$ cat config.mk
export PLATFORM = sky130hd
export DESIGN_NAME = universal_reg
export DESIGN_NICKNAME = d
export VERILOG_FILES = /design/src/rtl/universal_reg.sv
export SDC_FILE = /design/constraint.sdc
export NUM_CORES = 1
export LEC_CHECK = 0
export ABC_AREA = 0
export CORE_ASPECT_RATIO = 0.6
export CORE_MARGIN = 2
export CORE_UTILIZATION = 30
export CTS_CLUSTER_DIAMETER = 100
export DETAILED_ROUTE_END_ITERATION = 10
export GPL_TIMING_DRIVEN = 0
export PLACE_DENSITY = 0.6
export SLEW_MARGIN = 20
export SYNTH_ARGS = -nofsm -noshare
export SYNTH_HDL_FRONTEND = slang
export SYNTH_SLANG_ARGS = --single-unit
$ cat constraint.sdc
create_clock -name clk -period 3.59 [get_ports clk]
set_clock_uncertainty 0.05 [all_clocks]
set_input_delay 0.718 -clock clk [delete_from_list [all_inputs] [get_ports clk]]
set_output_delay 0.718 -clock clk [all_outputs]
set_load 0.005 [all_outputs]
$ cat src/rtl/universal_reg.sv
// Universal register: parallel load, shift left/right with serial inputs,
// rotate left/right and modulo-2^WIDTH up/down counting. All outputs come
// straight from flops, so no input reaches an output combinationally.
module universal_reg #(
    parameter int              WIDTH     = 8,
    parameter logic [WIDTH-1:0] RESET_VAL = '0
) (
    input  logic             clk,
    input  logic             reset,
    input  logic             en,
    input  logic [2:0]       mode,
    input  logic [WIDTH-1:0] d,
    input  logic             sin_l,
    input  logic             sin_r,
    output logic [WIDTH-1:0] q,
    output logic             sout,
    output logic             wrap
);

    // Operation encodings; all eight codes are meaningful.
    localparam logic [2:0] MODE_HOLD  = 3'b000;
    localparam logic [2:0] MODE_LOAD  = 3'b001;
    localparam logic [2:0] MODE_SHL   = 3'b010;
    localparam logic [2:0] MODE_SHR   = 3'b011;
    localparam logic [2:0] MODE_ROL   = 3'b100;
    localparam logic [2:0] MODE_ROR   = 3'b101;
    localparam logic [2:0] MODE_CUP   = 3'b110;
    localparam logic [2:0] MODE_CDN   = 3'b111;

    localparam logic [WIDTH-1:0] ONE = {{(WIDTH-1){1'b0}}, 1'b1};

    logic [WIDTH-1:0] q_q, q_d;
    logic             sout_q, sout_d;
    logic             wrap_q, wrap_d;

    // Shift left, new bit enters at the LSB.
    function automatic logic [WIDTH-1:0] shift_left(input logic [WIDTH-1:0] v,
                                                     input logic            fill);
        return {v[WIDTH-2:0], fill};
    endfunction

    // Shift right, new bit enters at the MSB.
    function automatic logic [WIDTH-1:0] shift_right(input logic [WIDTH-1:0] v,
                                                      input logic            fill);
        return {fill, v[WIDTH-1:1]};
    endfunction

    // A counter step wraps when incrementing all-ones or decrementing zero.
    function automatic logic wraps_up(input logic [WIDTH-1:0] v);
        return &v;
    endfunction

    function automatic logic wraps_down(input logic [WIDTH-1:0] v);
        return ~|v;
    endfunction

    // Next-state selection; sout and wrap default low so they only pulse
    // on the cycle after the operation that produces them.
    always_comb begin
        q_d    = q_q;
        sout_d = 1'b0;
        wrap_d = 1'b0;
        if (en) begin
            case (mode)
                MODE_HOLD: q_d = q_q;
                MODE_LOAD: q_d = d;
                MODE_SHL: begin
                    q_d    = shift_left(q_q, sin_l);
                    sout_d = q_q[WIDTH-1];
                end
                MODE_SHR: begin
                    q_d    = shift_right(q_q, sin_r);
                    sout_d = q_q[0];
                end
                MODE_ROL: begin
                    q_d    = shift_left(q_q, q_q[WIDTH-1]);
                    sout_d = q_q[WIDTH-1];
                end
                MODE_ROR: begin
                    q_d    = shift_right(q_q, q_q[0]);
                    sout_d = q_q[0];
                end
                MODE_CUP: begin
                    q_d    = q_q + ONE;
                    wrap_d = wraps_up(q_q);
                end
                MODE_CDN: begin
                    q_d    = q_q - ONE;
                    wrap_d = wraps_down(q_q);
                end
                default: q_d = q_q;
            endcase
        end
    end

    // State registers; reset overrides any operation in flight.
    always_ff @(posedge clk) begin
        if (reset) begin
            q_q    <= RESET_VAL;
            sout_q <= 1'b0;
            wrap_q <= 1'b0;
        end else begin
            q_q    <= q_d;
            sout_q <= sout_d;
            wrap_q <= wrap_d;
        end
    end

    assign q    = q_q;
    assign sout = sout_q;
    assign wrap = wrap_q;

endmodule

### Word level (Yosys, flattened, before mapping)

Index checks and enable logic that the tools add are counted.

| cells by class | value |
|---|---|
| muxes and demuxes | 3 |
| add/subtract/negate cells | 2 |
| reduce and logical (&&, ||, !) cells | 8 |
| bitwise gates (word level) | 2 |
| equal/unequal tests | 7 |

Operators with widths:

| cell | count |
|---|---|
| one-hot mux 8 bit (7 select lines) | 1 |
| equality test 3 bit, second input constant | 4 |
| adder 8 x 1 -> 8 bit, second input constant | 1 |
| AND reduction 8 bit | 1 |
| OR reduction 8 bit | 1 |
| subtractor 8 x 1 -> 8 bit, second input constant | 1 |
| equality test 3 x 2 -> 1 bit, second input constant | 2 |
| OR reduction 2 bit | 3 |
| one-hot mux 1 bit (2 select lines) | 2 |
| equality test 3 x 1 -> 1 bit, second input constant | 1 |
| zero test 3 bit | 1 |
| NOT 1 bit | 2 |
| AND reduction 2 bit | 1 |
| zero test 1 bit | 1 |

| word-level totals | value |
|---|---|
| word-level logic and storage cells | 25 |
| bits in registers | 10 |

### Longest topological paths before layout

Gate-level depths: netlist (run 1).

| depth | value |
|---|---|
| depth in word-level cells | 3 |
| mapped depth | 9 |
| mapped depth without buffers | 8 |

### Least setup slack after synthesis (run 1)

No wires, ideal clock.

| timing | value |
|---|---|
| path kind | input -> register |
| start | in mode[2] |
| end | reg q_q[4], in the netlist q[4] |
| library setup time | 134 ps |
| stages on the path | 9 |
| setup slack | 1270 ps |
| arrival time | 2136 ps |
| data required time | 3406 ps |
| cells stage by stage | clkbuf_1 > and3_1 > xnor2_1 > ha_1 > nand3_1 > o22ai_1 > nand3_1 > a21oi_1 > nor4_1 |

| on the way | value |
|---|---|
| longest elaborated chain between the ends | 3 |
| elaborated cells between the ends (all ways) | 11 |
| those cells by class | eq/ne: 7; mux: 1; bitwise: 1; reduce/logical: 2 |

RTL lines:

| element | RTL line | RTL |
|---|---|---|
| from (decl) | 11 | `input logic [2:0] mode,` |
| parallel branches: the longest is 3 deep, another holds one-hot mux 8 bit (7 select lines) | - |  |
| to (signal assigned) | 103 | `q_q <= q_d;` |
| to (decl) | 32 | `logic [WIDTH-1:0] q_q, q_d;` |

Parallel ways; which one is timed is not known.
A chain may end at the register's enable or synchronous reset.

### Worst setup path after layout (run 1)

Ends and elaborated chain as after synthesis.

==> summary.txt, run 1 <==
Status
  – Status: finished, final reports clean

Timing
  – Final setup fails: 0
  – Tightest Pin Transition: slightly below 0.7 ns
  – Achievable Freq: 419 MHz
  – Final hold violations: 0
  – RSZ-0062 raised after global routing: false
  – Max transition margin: 53.5%
  – Slew Limit Fails: 0
  – Min Clock Period, post-route: 2.39 ns
  – Fin crit share: 66.5%
  – Post-route setup TNS: 0 ns

Synthesis
  – Number of synthesized flops with an enable pin: 0
  – Syn Inst Count: 131
  – Top post-synthesis cells by area: dfxtp_1 (21%), nor3_1 (6.8%), a21oi_1 (5.7%)
  – Library cells used by synthesis: 46
  – Register area share after synthesis: roughly a fifth
  – Synth warnings: 0
  – Post-Syn Nets: 148
  – Synth Register Bits: 10
  – Ys async rst share: 0%
  – Cell taking the most area after synthesis: dfxtp_1
  – Top-area cell type share of the netlist area: about a fifth
  – Top cells by count, synth: nor2_1 (13), nor3_1 (13), a21oi_1 (11)
  – Post-synthesis cell area: between 900 and 1000 µm²
  – Syn Area/Cell: 7.32 µm²
  – Synth Flop Type: dfxtp_1

Clock network
  – Hold Buf Count CTS: 0
  – Reg clk slew, reported paths: 0.06 ns
  – Clock buffer count from CTS: 3
  – Post-CTS Setup Inserts: 0
  – Clk buf depth: 2
  – Clock Latency Late Sink: 0.24 ns
  – CTS resizes: 0
  – Root buffer selected by CTS: clkbuf_8
  – CTS Sinks: 10
  – Max H-tree Level: 1
  – CTS tree: yes

Die
  – Die height: 47.8 µm
  – Chip width: between 70 and 80 µm
  – Standard-cell rows: 15
  – Total I/O pin count: 26
  – Die ar.: 3680 µm²
  – Initial Util: 32.5%
  – Core Box Area: 2950 µm²

Routing
  – Routed len/inst: approximately 16 µm
  – Vias: roughly 1100
  – DR iter-0 viols: 66
  – Post-Route WL: 3110 µm
  – Post-DR vias/cell: 5.53
  – Drt drc: 0
  – Drt first pass iters: 4
  – ANT nets after route: 0

Min path
  – Min-delay worst type: reg -> reg

Critical path
  – Critical Path, Cell by Cell: clkbuf_1 > and3_1 > xnor2_1 > ha_1 > nand3_1 > o22ai_1 > nand3_1 > a21oi_1 > nor4_1
  – CP max FO: 8
  – Critical path data arrival time: 2.43 ns
  – Critical Path Most Common Cell: nand3_1
  – Worst path buffer plus inverter count: 1
  – CP Capture Type: flop
  – R2R Setup Slk: roughly 1.5 ns
  – Worst endpoint required time: between 3 and 4 ns
  – CP Launch Type: input pin
  – CP peak stage delay: 0.31 ns
  – Slowest CP cell: ha_1
  – Crit path kind: in -> reg
  – Top delay family on crit path: simple AND/OR/NAND/NOR gates

Global routing
  – Largest net degree at the start of global routing: 11
  – GR Overflow Total: 0
  – First-pass GRT wire length: 4870 µm
  – Tot GR Track Use: between 15 and 20%
  – Antenna violations before repair: 0
  – Vias in the first global route: 981

Finish
  – Final Non-Filler Cells: 198
  – Fin nets: between 150 and 200
  – Area growth from synthesis to final layout: 33.2%
  – Fraction of layout cells with a size suffix above 1: 12.2%
  – Diode count: 0

Power and ir drop
  – Peak supply drop: 0.000108 V
  – Leakage: around 0.45 nW
  – Power Dens Cells: roughly 320 nW/µm²

Place
  – Port Buffers: 21
  – Inst Count DP: 194
  – DP Wirelength: 2280 µm
  – GP Congestion: 0.943

Job
  – Max_cap viols: 0
[worst paths after layout]
path                 from  endpoint  cells after the start
setup / recovery  mode[2]      q[4]                      9
hold / removal       q[3]      q[3]                      3
setup reg to reg     q[1]      q[4]                      8
hold reg to reg      q[3]      q[3]                      3
[registers in the layout, indices dropped and copies added (netlist names)]
name / cells
q: 8
wrap: 1
sout: 1
[per-stage QoR]
step | worst slack [ns] | hold WS [ns] | area, µm² | util [%] | total power [mW]
2_1_floorplan | 1.27 | 0.515 | 958 | - | 0.213
5_1_grt | 1.03 | 0.580 | 1280 | 43.3 | 0.436
6_report | 1.20 | 0.552 | 1280 | 43.3 | 0.414
3_3_place_gp | 0.987 | 0.548 | 1220 | 41.4 | 0.261
4_1_cts | 1.23 | 0.553 | 1280 | 43.3 | 0.413
3_5_place_dp | 0.989 | 0.546 | 1220 | 41.4 | 0.262
[cells by family (layout without fill, tap and decap cells)]
logic type               Yosys count  in the layout  share of synthesized area [%]
AND/OR/NAND/NOR                   61             61                           37.5
AO/OA/AOI/OAI                     35             35                           24.2
buffers and inverters             16             41                           7.96
flip-flops                        10             10                           20.9
multiplexers                       6              6                           6.40
XOR/XNOR                           2              2                           1.83
adder cells (fa/ha/maj)            1              1                           1.31
[metal layers]
metal  vias to the layer above  track usage (%)  part of all wire [%]
met3                         2             6.04                    11
met2                        50             25.4                    37
li1                        543                -                     -
met1                       500             25.6                    52
met4                         0             2.86                  0.45
met5                         -                0                     0
[power by group]
part / internal [mW] / switching, mW
Clock: 0.0970 / 0.0540
Sequential: 0.119 / 0.0112
Combinational: 0.0632 / 0.0700
[cell usage in the layout (no fill, tap or decap), types with 2 or more instances in the layout]
cell type / n
a211oi_1: 2
a21oi_1: 11
a221oi_1: 2
a31oi_1: 3
and2_1: 3
buf_2: 7
clkbuf_1: 4
clkbuf_8: 4
clkdlybuf4s50_1: 21
dfxtp_1: 10
inv_1: 4
mux2i_1: 5
nand2_1: 8
nand2b_1: 3
nand3_1: 4
nor2_1: 13
nor3_1: 13
nor4_1: 3
nor4_4: 2
o211ai_1: 2
o21ai_0: 3
o22ai_1: 2
or4_1: 2
[cell type report]
cell class,instances,area [µm²]
Multi-Input combinational cell,105,682
Tap cell,42,52.6
Timing Repair Buffer,21,210
Buffer,12,61.3
Inverter,4,15.0
Sequential cell,10,200
Fill cell,307,1670
Clock buffer,4,55.1
[tightest hold or removal path, cell delays in order, from the launching register on]
cell,delay [ns]
dfxtp_1,0.31
buf_6,0.13
nand2_1,0.05
a31oi_1,0.06
(Power assumes the default switching activity.)
==> run 2: changes to the inputs <==
==> constraint.sdc (replaced) <==
create_clock -name clk -period 2.34 [get_ports clk]
set_clock_uncertainty 0.05 [all_clocks]
set_input_delay 0.468 -clock clk [delete_from_list [all_inputs] [get_ports clk]]
set_output_delay 0.468 -clock clk [all_outputs]
set_load 0.005 [all_outputs]
==> results of run 2 <==
Same layout as run 1 (identical final DEF). Status: finished, final reports clean.
Among the figures that moved: setup slack after placement 0.989 ns -> -0.0110 ns; setup slack after layout 1.20 ns -> 0.204 ns; register-to-register setup slack 1.53 ns -> 0.28 ns; total power 0.414 mW -> 0.635 mW; worst IR drop on VDD 0.000108 V -> 0.000166 V
==> run 3: changes to the inputs <==
--- a/config.mk
+++ b/config.mk
@@ -12,7 +12,8 @@
 export CTS_CLUSTER_DIAMETER = 100
 export DETAILED_ROUTE_END_ITERATION = 10
 export GPL_TIMING_DRIVEN = 0
-export PLACE_DENSITY = 0.6
+export PLACE_DENSITY = 0.62
+export SKIP_CTS_REPAIR_TIMING = 1
 export SLEW_MARGIN = 20
 export SYNTH_ARGS = -nofsm -noshare
 export SYNTH_HDL_FRONTEND = slang
==> constraint.sdc (replaced) <==
create_clock -name clk -period 1.9 [get_ports clk]
set_clock_uncertainty 0.05 [all_clocks]
set_input_delay 0.38 -clock clk [delete_from_list [all_inputs] [get_ports clk]]
set_output_delay 0.38 -clock clk [all_outputs]
set_load 0.005 [all_outputs]
==> summary.txt, run 3 (synthesis gave the netlist of run 1 again) <==
Global routing
  – First-pass GRT wire length: 4750 µm (-2.5%)
  – Tot GR Track Use: 17.2% (-0.36 points)
  – Largest net degree at the start of global routing: 11 (unchanged)
  – Vias in the first global route: 960 (-2.1%)
  – Antenna violations before repair: 0 (unchanged)
  – GR Overflow Total: 0 (unchanged)

Timing
  – Final setup fails: 0 (unchanged)
  – Achievable Freq: 552 MHz
  – Fin crit share: 95.3%
  – Final hold violations: 0 (unchanged)
  – Max transition margin: 50.4% (-3.1 points)
  – Hold WS: 0.562 ns (+0.0107 ns)
  – Worst setup margin: 0.0897 ns
  – Post-route setup TNS: 0 ns (unchanged)
  – Slew Limit Fails: 0 (unchanged)
  – Tightest Pin Transition: 0.738 ns (+0.0457 ns)
  – Min Clock Period, post-route: 1.81 ns

Place
  – Inst Count DP: 194 (unchanged)
  – DP Wirelength: 2290 µm (+0.52%)
  – Placed cell area: 1230 µm² (+0.41%)
  – GP Congestion: 0.904 (-4.2%)
  – Dpl ws: -0.181 ns
  – Port Buffers: 21 (unchanged)

Critical path
  – CP Launch Type: input pin
  – Worst endpoint required time: just under 2 ns
  – Critical R2R Launch: q[3]
  – Slowest CP cell: ha_2
  – CP Capture Type: flop
  – Critical path data arrival time: approximately 1.9 ns
  – R2R Setup Slk: about 0.090 ns
  – CP max FO: 8 (unchanged)
  – Crit path kind: in -> reg
  – Top delay family on crit path: simple AND/OR/NAND/NOR gates
  – Worst path buffer plus inverter count: 1 (unchanged)
  – CP peak stage delay: 0.30 ns (about the same)
  – Worst Setup SP: mode[2]
  – Critical Path, Cell by Cell: clkbuf_2 > and3_2 > xnor2_1 > ha_2 > nand3_2 > o22ai_2 > nand3_1 > a21oi_1 > nor4_1

Routing
  – ANT nets after route: 0 (unchanged)
  – Routed len/inst: 15.3 µm (-2.3%)
  – Drt first pass iters: 4 (unchanged)
  – Post-Route WL: 3020 µm (-2.8%)
  – Vias: 1089 (-0.55%)
  – Post-DR vias/cell: 5.53 (about the same)
  – DR iter-0 viols: 68 (+3.0%)
  – Drt drc: 0 (unchanged)

Power and ir drop
  – Net Switching: 246 µW
  – Switching power share of the total: 31.8%
  – Logic pwr share: 32.2% (about the same)
  – Flop pwr share: 32.0% (+0.7 points)
  – Final Power: 776 µW
  – Power Dens Cells: 595 nW/µm²
  – Leakage: 0.455 nW (+1.8%)
  – Internal power: 529 µW
  – Clk pwr share: 35.7% (-0.8 points)
  – Peak supply drop: 0.000192 V

Clock network
  – Root buffer selected by CTS: clkbuf_8
  – Clk buf depth: 2 (unchanged)
  – Max H-tree Level: 1 (unchanged)
  – Clock Latency Late Sink: 0.24 ns (about the same)
  – CTS Sinks: 10 (unchanged)
  – Reg clk slew, reported paths: 0.05 ns (about the same)
  – CTS tree: yes
  – Clock buffer count from CTS: 3 (unchanged)

Min path
  – Min-delay worst type: in -> reg
  – Hold wc startpoint: reset

Die
  – Die height: 47.8 µm (unchanged)
  – Die ar.: 3680 µm² (unchanged)
  – Chip width: 77.0 µm (unchanged)
  – Initial Util: 32.5% (unchanged)
  – Total I/O pin count: 26 (unchanged)
  – Standard-cell rows: 15 (unchanged)
  – Core Box Area: 2950 µm² (unchanged)

Finish
  – Most common cell after layout, fill and taps aside: clkdlybuf4s50_1
  – FILL cells: 305 (-0.65%)
  – Fraction of layout cells with a size suffix above 1: 18.1% (+5.9 points)
  – Max reg flops: 8 (unchanged)
  – Final Non-Filler Cells: 197 (-0.51%)
  – Area growth from synthesis to final layout: 36.2%
  – Diode count: 0 (unchanged)
  – Commonest cells after routing, fill and taps aside: clkdlybuf4s50_1 (21), nor3_1 (13), nor2_1 (13)
  – Design Area, Final: 1310 µm² (+2.3%)
  – Final core occ: 44.3% (+0.98 points)
  – Fin nets: 173 (-0.57%)

Job
  – Max_cap viols: 0 (unchanged)

Status
  – Status: finished, final reports clean
## run 3: worst paths after layout
kind	endpoint	depth (start not counted)
worst max-delay path	q[4]	9
worst min-delay path	q[0]	2
worst max register to register	q[6]	6
worst min register to register	q[3]	3
## run 3: power by group through the flow
stage / combinational, mW / sequential [mW] / clock, mW
after floorplan: 0.159 / 0.245 / 0
after global placement: 0.246 / 0.249 / 0
after detailed placement: 0.247 / 0.249 / 0
after CTS: 0.248 / 0.244 / 0.282
after global routing: 0.273 / 0.252 / 0.294
final: 0.250 / 0.248 / 0.277
## run 3: per-layer routing
layer,GRT usage (%),share of wire [%]
met1,24.9,47
met2,24.2,39
met3,7.36,14
met4,2.14,0
met5,0,0
## run 3: area by class of cell
cell class	count	area (µm²)	area share, %
buffer	11	60.1	4.60
clock buffer	4	55.1	4.22
inverter	4	15.0	1.15
multi-input combinational	105	708	54.3
sequential	10	204	15.6
tap	42	52.6	4.03
timing repair buffer	21	210	16.1
